### src/rtl/apb_master_pkg.sv
// Shared definitions for the APB master and its downstream transfer decoder.
package apb_master_pkg;

    // Master sequencing states.
    typedef enum logic [1:0] {
        ST_IDLE   = 2'b00,
        ST_SETUP  = 2'b01,
        ST_ACCESS = 2'b10
    } apb_state_e;

    // Rd_Wr_Id encoding consumed by the downstream decoder.
    localparam int unsigned RW_ID_W = 2;
    localparam logic [RW_ID_W-1:0] RW_READ  = 2'b00;
    localparam logic [RW_ID_W-1:0] RW_WRITE = 2'b01;
    localparam logic [RW_ID_W-1:0] RW_IDLE  = 2'b10;

    // Classifies the bus cycle from the APB control pins; a transfer is
    // reported only while it is in its ACCESS phase.
    function automatic logic [RW_ID_W-1:0] rd_wr_id(
        input logic psel,
        input logic penable,
        input logic pwrite
    );
        logic [RW_ID_W-1:0] id;
        id = RW_IDLE;
        if (psel && penable) begin
            id = pwrite ? RW_WRITE : RW_READ;
        end
        return id;
    endfunction

endpackage

### src/rtl/apb_master.sv
// APB master: turns a valid/ready request into one APB transfer and returns
// a single-cycle response, aborting transfers whose slave never responds.
module apb_master
    import apb_master_pkg::*;
#(
    parameter int unsigned ADDR_W  = 32,
    parameter int unsigned DATA_W  = 32,
    parameter int unsigned TIMEOUT = 16
) (
    input  logic              clk,
    input  logic              rst_n,
    input  logic              req_valid,
    output logic              req_ready,
    input  logic              req_write,
    input  logic [ADDR_W-1:0] req_addr,
    input  logic [DATA_W-1:0] req_wdata,
    output logic              rsp_valid,
    output logic [DATA_W-1:0] rsp_rdata,
    output logic              rsp_err,
    output logic              psel,
    output logic              penable,
    output logic              pwrite,
    output logic [ADDR_W-1:0] paddr,
    output logic [DATA_W-1:0] pwdata,
    input  logic [DATA_W-1:0] prdata,
    input  logic              pready,
    input  logic              pslverr
);

    localparam int unsigned CNT_W = (TIMEOUT > 1) ? $clog2(TIMEOUT) : 1;
    localparam logic [CNT_W-1:0] CNT_LAST = CNT_W'(TIMEOUT - 1);

    apb_state_e        state, state_nxt;
    logic [CNT_W-1:0]  cnt, cnt_nxt;
    logic              psel_nxt, penable_nxt, pwrite_nxt;
    logic [ADDR_W-1:0] paddr_nxt;
    logic [DATA_W-1:0] pwdata_nxt;
    logic              rsp_valid_nxt, rsp_err_nxt;
    logic [DATA_W-1:0] rsp_rdata_nxt;

    // Requests are only taken while the bus is idle.
    assign req_ready = (state == ST_IDLE);

    // Next-state and next-output computation.
    always_comb begin
        state_nxt     = state;
        cnt_nxt       = cnt;
        psel_nxt      = psel;
        penable_nxt   = penable;
        pwrite_nxt    = pwrite;
        paddr_nxt     = paddr;
        pwdata_nxt    = pwdata;
        rsp_valid_nxt = 1'b0;
        rsp_err_nxt   = 1'b0;
        rsp_rdata_nxt = '0;

        case (state)
            ST_IDLE: begin
                psel_nxt    = 1'b0;
                penable_nxt = 1'b0;
                if (req_valid) begin
                    state_nxt  = ST_SETUP;
                    psel_nxt   = 1'b1;
                    pwrite_nxt = req_write;
                    paddr_nxt  = req_addr;
                    if (req_write) begin
                        pwdata_nxt = req_wdata;
                    end
                    cnt_nxt    = '0;
                end
            end

            ST_SETUP: begin
                state_nxt   = ST_ACCESS;
                psel_nxt    = 1'b1;
                penable_nxt = 1'b1;
            end

            ST_ACCESS: begin
                if (pready) begin
                    // Slave completion takes priority over a coincident timeout.
                    state_nxt     = ST_IDLE;
                    psel_nxt      = 1'b0;
                    penable_nxt   = 1'b0;
                    rsp_valid_nxt = 1'b1;
                    rsp_err_nxt   = pslverr;
                    rsp_rdata_nxt = pwrite ? '0 : prdata;
                end else if (cnt == CNT_LAST) begin
                    state_nxt     = ST_IDLE;
                    psel_nxt      = 1'b0;
                    penable_nxt   = 1'b0;
                    rsp_valid_nxt = 1'b1;
                    rsp_err_nxt   = 1'b1;
                end else begin
                    cnt_nxt = cnt + CNT_W'(1);
                end
            end

            default: begin
                state_nxt   = ST_IDLE;
                psel_nxt    = 1'b0;
                penable_nxt = 1'b0;
            end
        endcase
    end

    // State and registered outputs.
    always_ff @(posedge clk or negedge rst_n) begin
        if (!rst_n) begin
            state     <= ST_IDLE;
            cnt       <= '0;
            psel      <= 1'b0;
            penable   <= 1'b0;
            pwrite    <= 1'b0;
            paddr     <= '0;
            pwdata    <= '0;
            rsp_valid <= 1'b0;
            rsp_err   <= 1'b0;
            rsp_rdata <= '0;
        end else begin
            state     <= state_nxt;
            cnt       <= cnt_nxt;
            psel      <= psel_nxt;
            penable   <= penable_nxt;
            pwrite    <= pwrite_nxt;
            paddr     <= paddr_nxt;
            pwdata    <= pwdata_nxt;
            rsp_valid <= rsp_valid_nxt;
            rsp_err   <= rsp_err_nxt;
            rsp_rdata <= rsp_rdata_nxt;
        end
    end

endmodule

### config.mk
export PLATFORM = sky130hd
export DESIGN_NAME = apb_master
export DESIGN_NICKNAME = d
export VERILOG_FILES = /design/src/rtl/apb_master_pkg.sv /design/src/rtl/apb_master.sv
export SDC_FILE = /design/constraint.sdc
export NUM_CORES = 1
export LEC_CHECK = 0
export CORE_AREA = 5 5 85 146
export DETAILED_ROUTE_END_ITERATION = 16
export DIE_AREA = 0 0 90 151
export PLACE_DENSITY = 0.74
export SLEW_MARGIN = 30
export SYNTH_ARGS = -nofsm -noshare
export SYNTH_HDL_FRONTEND = slang
export SYNTH_SLANG_ARGS = --single-unit
export TNS_END_PERCENT = 100
### constraint.sdc
create_clock -name clk -period 1.7 [get_ports clk]
set_input_delay 0.34 -clock clk [delete_from_list [all_inputs] [get_ports clk]]
set_output_delay 0.34 -clock clk [all_outputs]
set_load 0.02 [all_outputs]
==> results.cfg <==
[sta]
fin_hold_ws_ns = 0.341
slew_headroom = 0.727
period_needed_ns = 1.72
setup_ws_ns = -0.0191
hold_viol = 0
finalSetupViolCount = 15
fin_skew_ns = 0.00875
rsz0062_at_grt = true
max_freq_mhz = 582
period_share = 1.01
final_max_slew_viol_count = 0
tightest_slew_ns = 0.410

[power_and_ir_drop]
swShare = 0.348
clkPwrFrac = 0.177
p_comb_frac = 0.460
power_density_nw_per_um2 = 1610
power_leakage_uw = 0.00322
intPower_uw = 7000
p_sw_uw = 3740
irDropWorstVdd_mv = 0.921
sequentialPowerShare = 0.363
p_total_uw = 10700

[cells_and_area]
drive_gt1_frac = 0.119
diodes = 0
final_area_sq_um = 6670
finalNonFillerCells = 670
final_util = 0.604
nets = 636
syn_to_final_growth_pct = 70.3
fillerInstances = 896

[clock_network]
cts_htree_levels = 3
cts.clk_slew.worst_paths_ns = 0.07
cts_tree = built
clk_latency_ns = 0.33
cts.sinks = 107
cts_made_buffers = 9
clockBufferDepth = 2
root_buffer = clkbuf_16

[outcome]
status = complete, but fails checks
violations = negative setup slack

[die]
dieArea_sq_um = 13600
rows = 51
fp.dieH_microns = 151
core_sq_um = 11000
initial_core_util = 0.355
die_w_microns = 90
ios = 204

[synthesis]
synth_top_area_cell = dfrtp_1
yosys.cell_types.count = 28
synthesis.area_sq_um = 3920
syn_inst = 317
synth_top_area_frac = 0.683
synth_seq_area_share = 0.683
synth-edff-count = 0
async_reset_ff_frac = 1.00
ys_warn_count = 0
synth_area_leaders = dfrtp_1, nand2_1, mux2_1, and2_1, buf_8
synth_nets = 420
ys.flop_type = dfrtp_1
ys_seq_elements = 107
syn_area_per_cell_sq_um = 12.4

[placed_design]
dpl.hpwl_microns = 8240
post-place-cells = 648
gp_congestion = 0.747
place_area_sq_um = 6170
numPortBuffers = 203

[grt]
grt_overflow = 0
grt_usage = 0.153
grt_first_pass_wirelength_microns = 16500
grt_pass1_vias = 3248
antenna_found_initial = 0
grt_start_max_net_pins = 38

[critical_path]
critPathKind = reg -> reg
crit_chain = or3b_4 -> clkinv_2 -> and2_4 -> clkbuf_16 -> mux2_1
critPathRequiredTime_ns = 1.92
cp_top_family = simple AND/OR/NAND/NOR gates
path_max_fanout = 6
worst_path_max_delay_cell = or3b_4
crit_arrival_ns = 1.93
path_buf_inv = 2
crit_path_end_kind = flop
startpoint_type = flop
cpPeakStageDelay_ns = 0.41

[routing]
drtAntennaViolNets = 0
first_pass_iters = 4
routedWlPerCell_microns = 16.8
drc_errors = 0
dr.first_iter.drc_count = 80
drt_wl_total_microns = 11200
routed-via-count = 3025
viasPerCell = 4.51

[hold_path]
hold_class = in -> reg

[flow_run]
max-cap-violations = 0
-- layout by cell type, fill, tap and decap left out, types with 2 or more instances in the layout --
cell type	synthesis	routed
a21o_1	2	2
and2_1	33	32
buf_12	0	5
buf_4	0	8
clkbuf_1	10	2
clkbuf_16	0	12
clkdlybuf4s50_1	0	186
clkinv_2	1	3
dfrtp_1	107	107
dlygate4sd2_1	0	2
dlymetal6s2s_1	0	13
inv_1	2	2
inv_6	0	2
mux2_1	29	3
mux2_2	3	2
mux2_4	0	27
mux2i_1	3	3
nand2_1	99	99
nand3_1	3	3
nor2_1	5	5
o311ai_0	2	2
-- worst min-delay path, delay by kind of cell --
family                 cells  cell delay (ns)
and+or+nand+nor            1             0.05
buffers and inverters      1             0.10
AOI/OAI and AO/OA          1             0.14
-- power groups by stage --
stage,registers (uW),logic [uW],clock network (uW)
global placement,3910,4550,0
detailed placement,3940,4650,0
floorplan,5000,1050,0
global route,4020,5260,2060
CTS,3890,4650,1970
finish,3900,4940,1900
-- repair_timing --
| action | CTS | global route |
|---|---|---|
| setup buffers | 0 | 1 |
| pin swaps | 0 | 1 |
| gates cloned | 0 | 4 |
| hold endpoints to repair | 27 | 0 |
| resized for setup | 4 | 41 |
| endpoints found under the setup margin | 24 | 45 |
| hold buffers | 1 | 0 |
-- state kept, by name, indices dropped and copies added (netlist names) --
name and cells:
pwdata 32, penable 1, paddr 32, cnt 4, rsp_valid 1, rsp_err 1
psel 1, rsp_rdata 32, pwrite 1, state 2
-- area by class of cell --
type / instances / area [sq um] / area share
Tap cell: 132 / 165 / 0.0248
Inverter: 3 / 12.5 / 0.00188
Clock inverter: 5 / 35.0 / 0.00525
Multi-Input combinational cell: 192 / 1240 / 0.186
Sequential cell: 107 / 2680 / 0.401
Clock buffer: 11 / 233 / 0.0349
Timing Repair Buffer: 220 / 2310 / 0.346
-- path summary, 6_finish.rpt --
check	from	endpoint	slack (ns)	cells after the start
min reg2reg	paddr[21]	paddr[21]	0.47	2
max reg2reg	state[0]	pwdata[11]	-0.02	5
min in group asynchronous	rst_n	pwdata[7]	0.50	2
min	req_valid	psel	0.34	3
max in group asynchronous	rst_n	pwdata[25]	0.67	3
max	state[0]	pwdata[11]	-0.02	5
-- synth_stat cells, drive strengths merged (2+ instances only) --
cell    number
nand2       99
nor3b        2
and2        33
mux2i        3
inv          2
nor2         5
a21o         2
mux2        32
clkbuf      10
dfrtp      107
nand3        3
o311ai       2
buf          5
-- routing by layer --
layer,share of wire,routed length [microns],global-route usage,vias to the layer above
li1,-,-,-,1441
met1,0.35,3940,0.153,1447
met2,0.56,6250,0.286,119
met3,0.062,694,0.0482,18
met4,0.031,348,0.0723,0
met5,0,0,0,-
-- cell families (layout without fill, tap and decap cells) --
family | count (synthesis) | in the layout | share of synthesized area
muxes | 35 | 35 | 0.0996
DFF | 107 | 107 | 0.683
buffers and inverters | 18 | 239 | 0.0281
AOI/OAI and AO/OA | 8 | 8 | 0.0153
adders and majority gates | 1 | 1 | 0.00319
and+or+nand+nor | 148 | 148 | 0.170
-- per-stage QoR --
stage          worst slack [ns]  setup TNS (ns)
5_1_grt                 -0.0702           -1.62
4_1_cts                 -0.0366          -0.391
6_report                -0.0191          -0.152
3_3_place_gp             -0.372          -16.20
2_1_floorplan          -0.00570          -0.153
3_5_place_dp             -0.409          -17.96
Note: power is estimated with default switching activity, not from simulation.
